`src/rtl/audio_peak_tracker.sv`:
```
// audio_peak_tracker
//   Passive tap on the mixed audio stream. Tracks the running positive peak
//   and negative trough of the signed samples. Each new extreme is held for
//   HOLD_SAMPLES_P valid samples and then decays exponentially toward zero.
//   Also counts clipped samples against a programmable magnitude.
//
// Ports
//   clk              clock
//   rst_n            asynchronous active-low reset
//   x_valid          sample strobe, one sample per high cycle
//   x_data           signed audio sample
//   cmd_clear        one-cycle clear pulse; wins over a same-cycle sample
//   cr_clip_level    unsigned clip magnitude, 0 disables clip detection
//   sr_max_amplitude running peak (>= 0)
//   sr_min_amplitude running trough (<= 0)
//   sr_clip_count    saturating clip event count
//   irq_clip         one-cycle pulse per clipped sample
module audio_peak_tracker #(
    parameter int AUDIO_WIDTH_P    = 24,
    parameter int HOLD_SAMPLES_P   = 48000,
    parameter int DECAY_SHIFT_P    = 4,
    parameter int CLIP_CNT_WIDTH_P = 16
) (
    input  logic                               clk,
    input  logic                               rst_n,
    input  logic                               x_valid,
    input  logic signed [AUDIO_WIDTH_P-1:0]    x_data,
    input  logic                               cmd_clear,
    input  logic        [AUDIO_WIDTH_P-2:0]    cr_clip_level,
    output logic signed [AUDIO_WIDTH_P-1:0]    sr_max_amplitude,
    output logic signed [AUDIO_WIDTH_P-1:0]    sr_min_amplitude,
    output logic        [CLIP_CNT_WIDTH_P-1:0] sr_clip_count,
    output logic                               irq_clip
);

    localparam int W  = AUDIO_WIDTH_P;
    localparam int HW = (HOLD_SAMPLES_P > 0) ? $clog2(HOLD_SAMPLES_P + 1) : 1;
    localparam logic [HW-1:0] HOLD_LOAD = HW'(HOLD_SAMPLES_P);

    logic signed [W-1:0]             r_max;
    logic signed [W-1:0]             r_min;
    logic        [HW-1:0]            r_hold_max;
    logic        [HW-1:0]            r_hold_min;
    logic        [CLIP_CNT_WIDTH_P-1:0] r_clip_count;
    logic                            r_irq;

    logic signed [W-1:0]  w_max_step;
    logic signed [W-1:0]  w_max_dec;
    logic signed [W:0]    w_min_mag;
    logic        [W-1:0]  w_min_step;
    logic signed [W-1:0]  w_min_inc;
    logic signed [W-1:0]  w_max_next;
    logic signed [W-1:0]  w_min_next;
    logic        [HW-1:0] w_hold_max_next;
    logic        [HW-1:0] w_hold_min_next;
    logic        [W-1:0]  w_x_abs;
    logic                 w_clip;

    // Decay arithmetic. r_max is never negative, so the arithmetic shift is
    // a plain magnitude shift; the step is forced to 1 so small peaks still
    // reach exactly zero instead of stalling.
    always_comb begin
        w_max_step = r_max >>> DECAY_SHIFT_P;
        if (w_max_step == '0 && r_max > 0)
            w_max_step = W'(1);
        w_max_dec = r_max - w_max_step;
    end

    // The trough magnitude needs W+1 bits so that -2^(W-1) is representable.
    // With a shift of at least 1 the step always fits in W bits and stays
    // below |r_min|, so r_min + step lands in [r_min, 0] without overflow.
    always_comb begin
        w_min_mag  = -{r_min[W-1], r_min};
        w_min_step = W'(w_min_mag >> DECAY_SHIFT_P);
        if (w_min_step == '0 && r_min < 0)
            w_min_step = W'(1);
        w_min_inc = r_min + $signed(w_min_step);
    end

    always_comb begin
        w_max_next      = r_max;
        w_hold_max_next = r_hold_max;
        if (x_data > r_max) begin
            w_max_next      = x_data;
            w_hold_max_next = HOLD_LOAD;
        end else if (r_hold_max != '0) begin
            w_hold_max_next = r_hold_max - HW'(1);
        end else if (HOLD_SAMPLES_P != 0) begin
            // w_max_dec >= 0, so taking the larger with x_data keeps the
            // peak from crossing zero.
            w_max_next = (x_data > w_max_dec) ? x_data : w_max_dec;
        end
    end

    always_comb begin
        w_min_next      = r_min;
        w_hold_min_next = r_hold_min;
        if (x_data < r_min) begin
            w_min_next      = x_data;
            w_hold_min_next = HOLD_LOAD;
        end else if (r_hold_min != '0) begin
            w_hold_min_next = r_hold_min - HW'(1);
        end else if (HOLD_SAMPLES_P != 0) begin
            w_min_next = (x_data < w_min_inc) ? x_data : w_min_inc;
        end
    end

    // |x| in W unsigned bits: the most negative sample maps to 2^(W-1).
    always_comb begin
        w_x_abs = x_data[W-1] ? $unsigned(-x_data) : $unsigned(x_data);
        w_clip  = x_valid && (cr_clip_level != '0) &&
                  (w_x_abs >= {1'b0, cr_clip_level});
    end

    always_ff @(posedge clk or negedge rst_n) begin
        if (!rst_n) begin
            r_max        <= '0;
            r_min        <= '0;
            r_hold_max   <= '0;
            r_hold_min   <= '0;
            r_clip_count <= '0;
            r_irq        <= 1'b0;
        end else if (cmd_clear) begin
            r_max        <= '0;
            r_min        <= '0;
            r_hold_max   <= '0;
            r_hold_min   <= '0;
            r_clip_count <= '0;
            r_irq        <= 1'b0;
        end else begin
            r_irq <= w_clip;
            if (x_valid) begin
                r_max      <= w_max_next;
                r_min      <= w_min_next;
                r_hold_max <= w_hold_max_next;
                r_hold_min <= w_hold_min_next;
            end
            if (w_clip && r_clip_count != '1)
                r_clip_count <= r_clip_count + CLIP_CNT_WIDTH_P'(1);
        end
    end

    assign sr_max_amplitude = r_max;
    assign sr_min_amplitude = r_min;
    assign sr_clip_count    = r_clip_count;
    assign irq_clip         = r_irq;

endmodule

```
`config.mk`:
```
export PLATFORM = sky130hd
export DESIGN_NAME = audio_peak_tracker
export DESIGN_NICKNAME = d
export VERILOG_FILES = /design/src/rtl/audio_peak_tracker.sv
export SDC_FILE = /design/constraint.sdc
export NUM_CORES = 1
export LEC_CHECK = 0
export ABC_CLOCK_PERIOD_IN_PS = 15800
export BUFFER_PORTS_ARGS = -buffer_cell sky130_fd_sc_hd__buf_2
export CAP_MARGIN = 40
export CORE_ASPECT_RATIO = 0.6
export CORE_MARGIN = 10
export CORE_UTILIZATION = 55
export DETAILED_ROUTE_END_ITERATION = 8
export PLACE_DENSITY_LB_ADDON = 0.2
export REMOVE_ABC_BUFFERS = 1
export SLEW_MARGIN = 20
export SYNTH_ARGS = -nofsm -noshare
export SYNTH_HDL_FRONTEND = slang
export SYNTH_SLANG_ARGS = --single-unit
export TNS_END_PERCENT = 100
```
`constraint.sdc`:
```
create_clock -name clk -period 15.8 [get_ports clk]
set_clock_uncertainty 0.2 [all_clocks]
set_input_delay 3.16 -clock clk [delete_from_list [all_inputs] [get_ports clk]]
set_output_delay 3.16 -clock clk [all_outputs]
set_load 0.02 [all_outputs]
```
==> impl_metrics.json <==
{
  "multi_input_area_um2": 8010,
  "yosysTopAreaCell": "dfrtp_1",
  "synth_area_leaders": "dfrtp_1, ha_1, a21oi_1",
  "place.gp.congestion": 0.9672,
  "fin_nets": 1705,
  "cts_tree": "done",
  "root_buffer": "clkbuf_16",
  "synthArstFlopShare_pct": 100.0,
  "rsz0062_at_grt": "false",
  "finalSetupTns_ps": 0,
  "antenna_found_initial": 2,
  "ios": 116,
  "hold_path_depth": 1,
  "clk_pin_slew_worst_paths_ps": 80,
  "period_minus_slack_ps": 8081,
  "hp-class": "register to register",
  "drtIter0Drc": 1247,
  "syn_inst": 1394,
  "finalMaxSlewViolations": 0,
  "clock_latency_ps": 380,
  "yosysSeqAreaShare_pct": 21.91,
  "vias": 11038,
  "cpPeakStageDelay_ps": 600,
  "worst_pin_slew_ps": 731.6,
  "htree_levels": 3,
  "grt_overflow_total": 0,
  "hold_viol_final": 0,
  "regArea_um2": 2427,
  "grt.total_usage_pct": 26.18,
  "ant_nets": 0,
  "yosys.area.top_type_share_pct": 21.91,
  "cts.sinks": 97,
  "setup_viol": 0,
  "cp_data_arrival_time_ps": 8140,
  "syn_area_um2": 11080,
  "synthTopCellsByCount": "ha_1, a21oi_1, inv_1, nor2_1, nand2_1",
  "synth-seq-cells": 97,
  "ys_types": 84,
  "cp.required_ps": 15860,
  "fp.dieH_um": 129.9,
  "synth-edff-count": 0,
  "grt_pass1_vias": 10025,
  "clk_path_buf_depth": 2,
  "maxCapViolCount": 0,
  "drive_gt1_share_pct": 12.88,
  "drc": 0,
  "finalCritPeriodShare_pct": 51.14,
  "grt_pass1_wl_um": 55340,
  "die-width_um": 203.2,
  "synth.avg_cell_area_um2": 7.948,
  "rr_worst_depth": 28,
  "rows": 40,
  "port_buffers": 115,
  "wirelength_um": 35000,
  "wire_per_inst_um": 19.83,
  "die_area_um2": 26410,
  "synth_top_flop_cell": "dfrtp_1",
  "start_util_pct": 55.62,
  "fmax_mhz": 123.8,
  "vias_per_cell": 6.254,
  "hold_buffers": 0,
  "cts_made_buffers": 9,
  "synth_most_common_cell": "ha_1",
  "grt_max_degree": 61,
  "slowest_stage": "or4_1",
  "status": "finished, final reports clean",
  "syn_to_final_growth_pct": 10.65,
  "num-fill-cells": 1852,
  "post-cts-setup-buffer-count": 0,
  "dp_hpwl_um": 27450,
  "postCtsResizedCells": 0,
  "dr.pass1.iters": 5,
  "relSlewSlack_pct": 51.05,
  "end_kind": "register",
  "criticalPathCategory": "register to register",
  "synth_warnings": 0,
  "crit_fanout": 16,
  "core_um2": 19920,
  "start_kind": "register"
}
==> routing by layer <==
metal | share of wire, % | vias to the layer above | global-route usage, %
met5 | 0 | - | 0
met4 | 0.71 | 0 | 4.105
li1 | - | 5287 | -
met2 | 38 | 512 | 34.63
met3 | 13 | 20 | 7.502
met1 | 49 | 5219 | 40.59
==> path summary, 6_finish.rpt <==
path	startpoint	end	slack (ps)
setup / recovery	sr_min_amplitude[1]	sr_min_amplitude[4]	7720
setup reg to reg	sr_min_amplitude[1]	sr_min_amplitude[4]	7720
hold reg to reg	r_hold_min[8]	r_hold_min[8]	300
min in group asynchronous	rst_n	sr_min_amplitude[21]	2530
max in group asynchronous	rst_n	r_hold_max[4]	11860
hold / removal	r_hold_min[8]	r_hold_min[8]	300
==> per-stage QoR <==
step / area, µm² / setup slack, ps / utilization, % / hold WS, ps / std cells
2_1_floorplan: 10860 / 8323 / - / 247.4 / 1345
3_3_place_gp: 11880 / 7961 / 59.62 / 277.1 / 1743
3_5_place_dp: 11920 / 7820 / 59.84 / 281.8 / 1747
4_1_cts: 12240 / 7786 / 61.46 / 295.1 / 1763
5_1_grt: 12260 / 7303 / 61.53 / 308.1 / 1764
6_report: 12260 / 7719 / 61.55 / 298.1 / 1765
==> cells in the final DEF, fill, tap and decap left out, drive strengths merged, types with 11 or more instances in the layout <==
master / n
ha: 166
dfrtp: 97
or3: 23
buf: 130
inv: 121
nor4: 23
nor3: 30
nand2b: 12
xnor2: 69
xor2: 23
a211oi: 19
nand3: 33
nand2: 109
o31ai: 14
o211ai: 12
or4: 11
nand4: 27
o21ai: 90
o21a: 28
a21oi: 127
a21o: 32
nor2: 118
==> registers in the layout, indices dropped and copies added (netlist names) <==
name and cells:
sr_min_amplitude 24, sr_clip_count 16, irq_clip 1, r_hold_max 16, sr_max_amplitude 24, r_hold_min 16
==> kinds of logic (layout without fill, tap and decap cells) <==
family	after synthesis	after routing	synth area share [%]
simple gates	440	440	20.01
compound gates	422	422	24.87
fa+ha+maj	168	168	19.11
buf+inv	167	264	5.963
flops	97	97	21.91
xor+xnor	92	92	7.273
mux	8	8	0.8695
other cells	0	1	0
==> critical path: cells and delay by family (launching register included) <==
kind | cells | cell delay [ps]
AND/OR/NAND/NOR | 15 | 4470
buffers and inverters | 1 | 260
XOR/XNOR | 2 | 340
adder cells (fa/ha/maj) | 2 | 650
AO/OA/AOI/OAI | 8 | 1590
flip-flops | 1 | 460
==> final cells by class <==
cell class                 count  share of cell area (%)
inverter                     118                   3.613
sequential                    97                   19.80
multi-input combinational   1130                   65.34
clock inverter                 6                  0.6736
clock buffer                  10                   1.949
timing repair buffer         130                   5.817
tap                          273                   2.786
antenna                        1                 0.02041
Power is not shown: default switching activity piles up to over one toggle a cycle in this logic, so the estimate is an artifact.
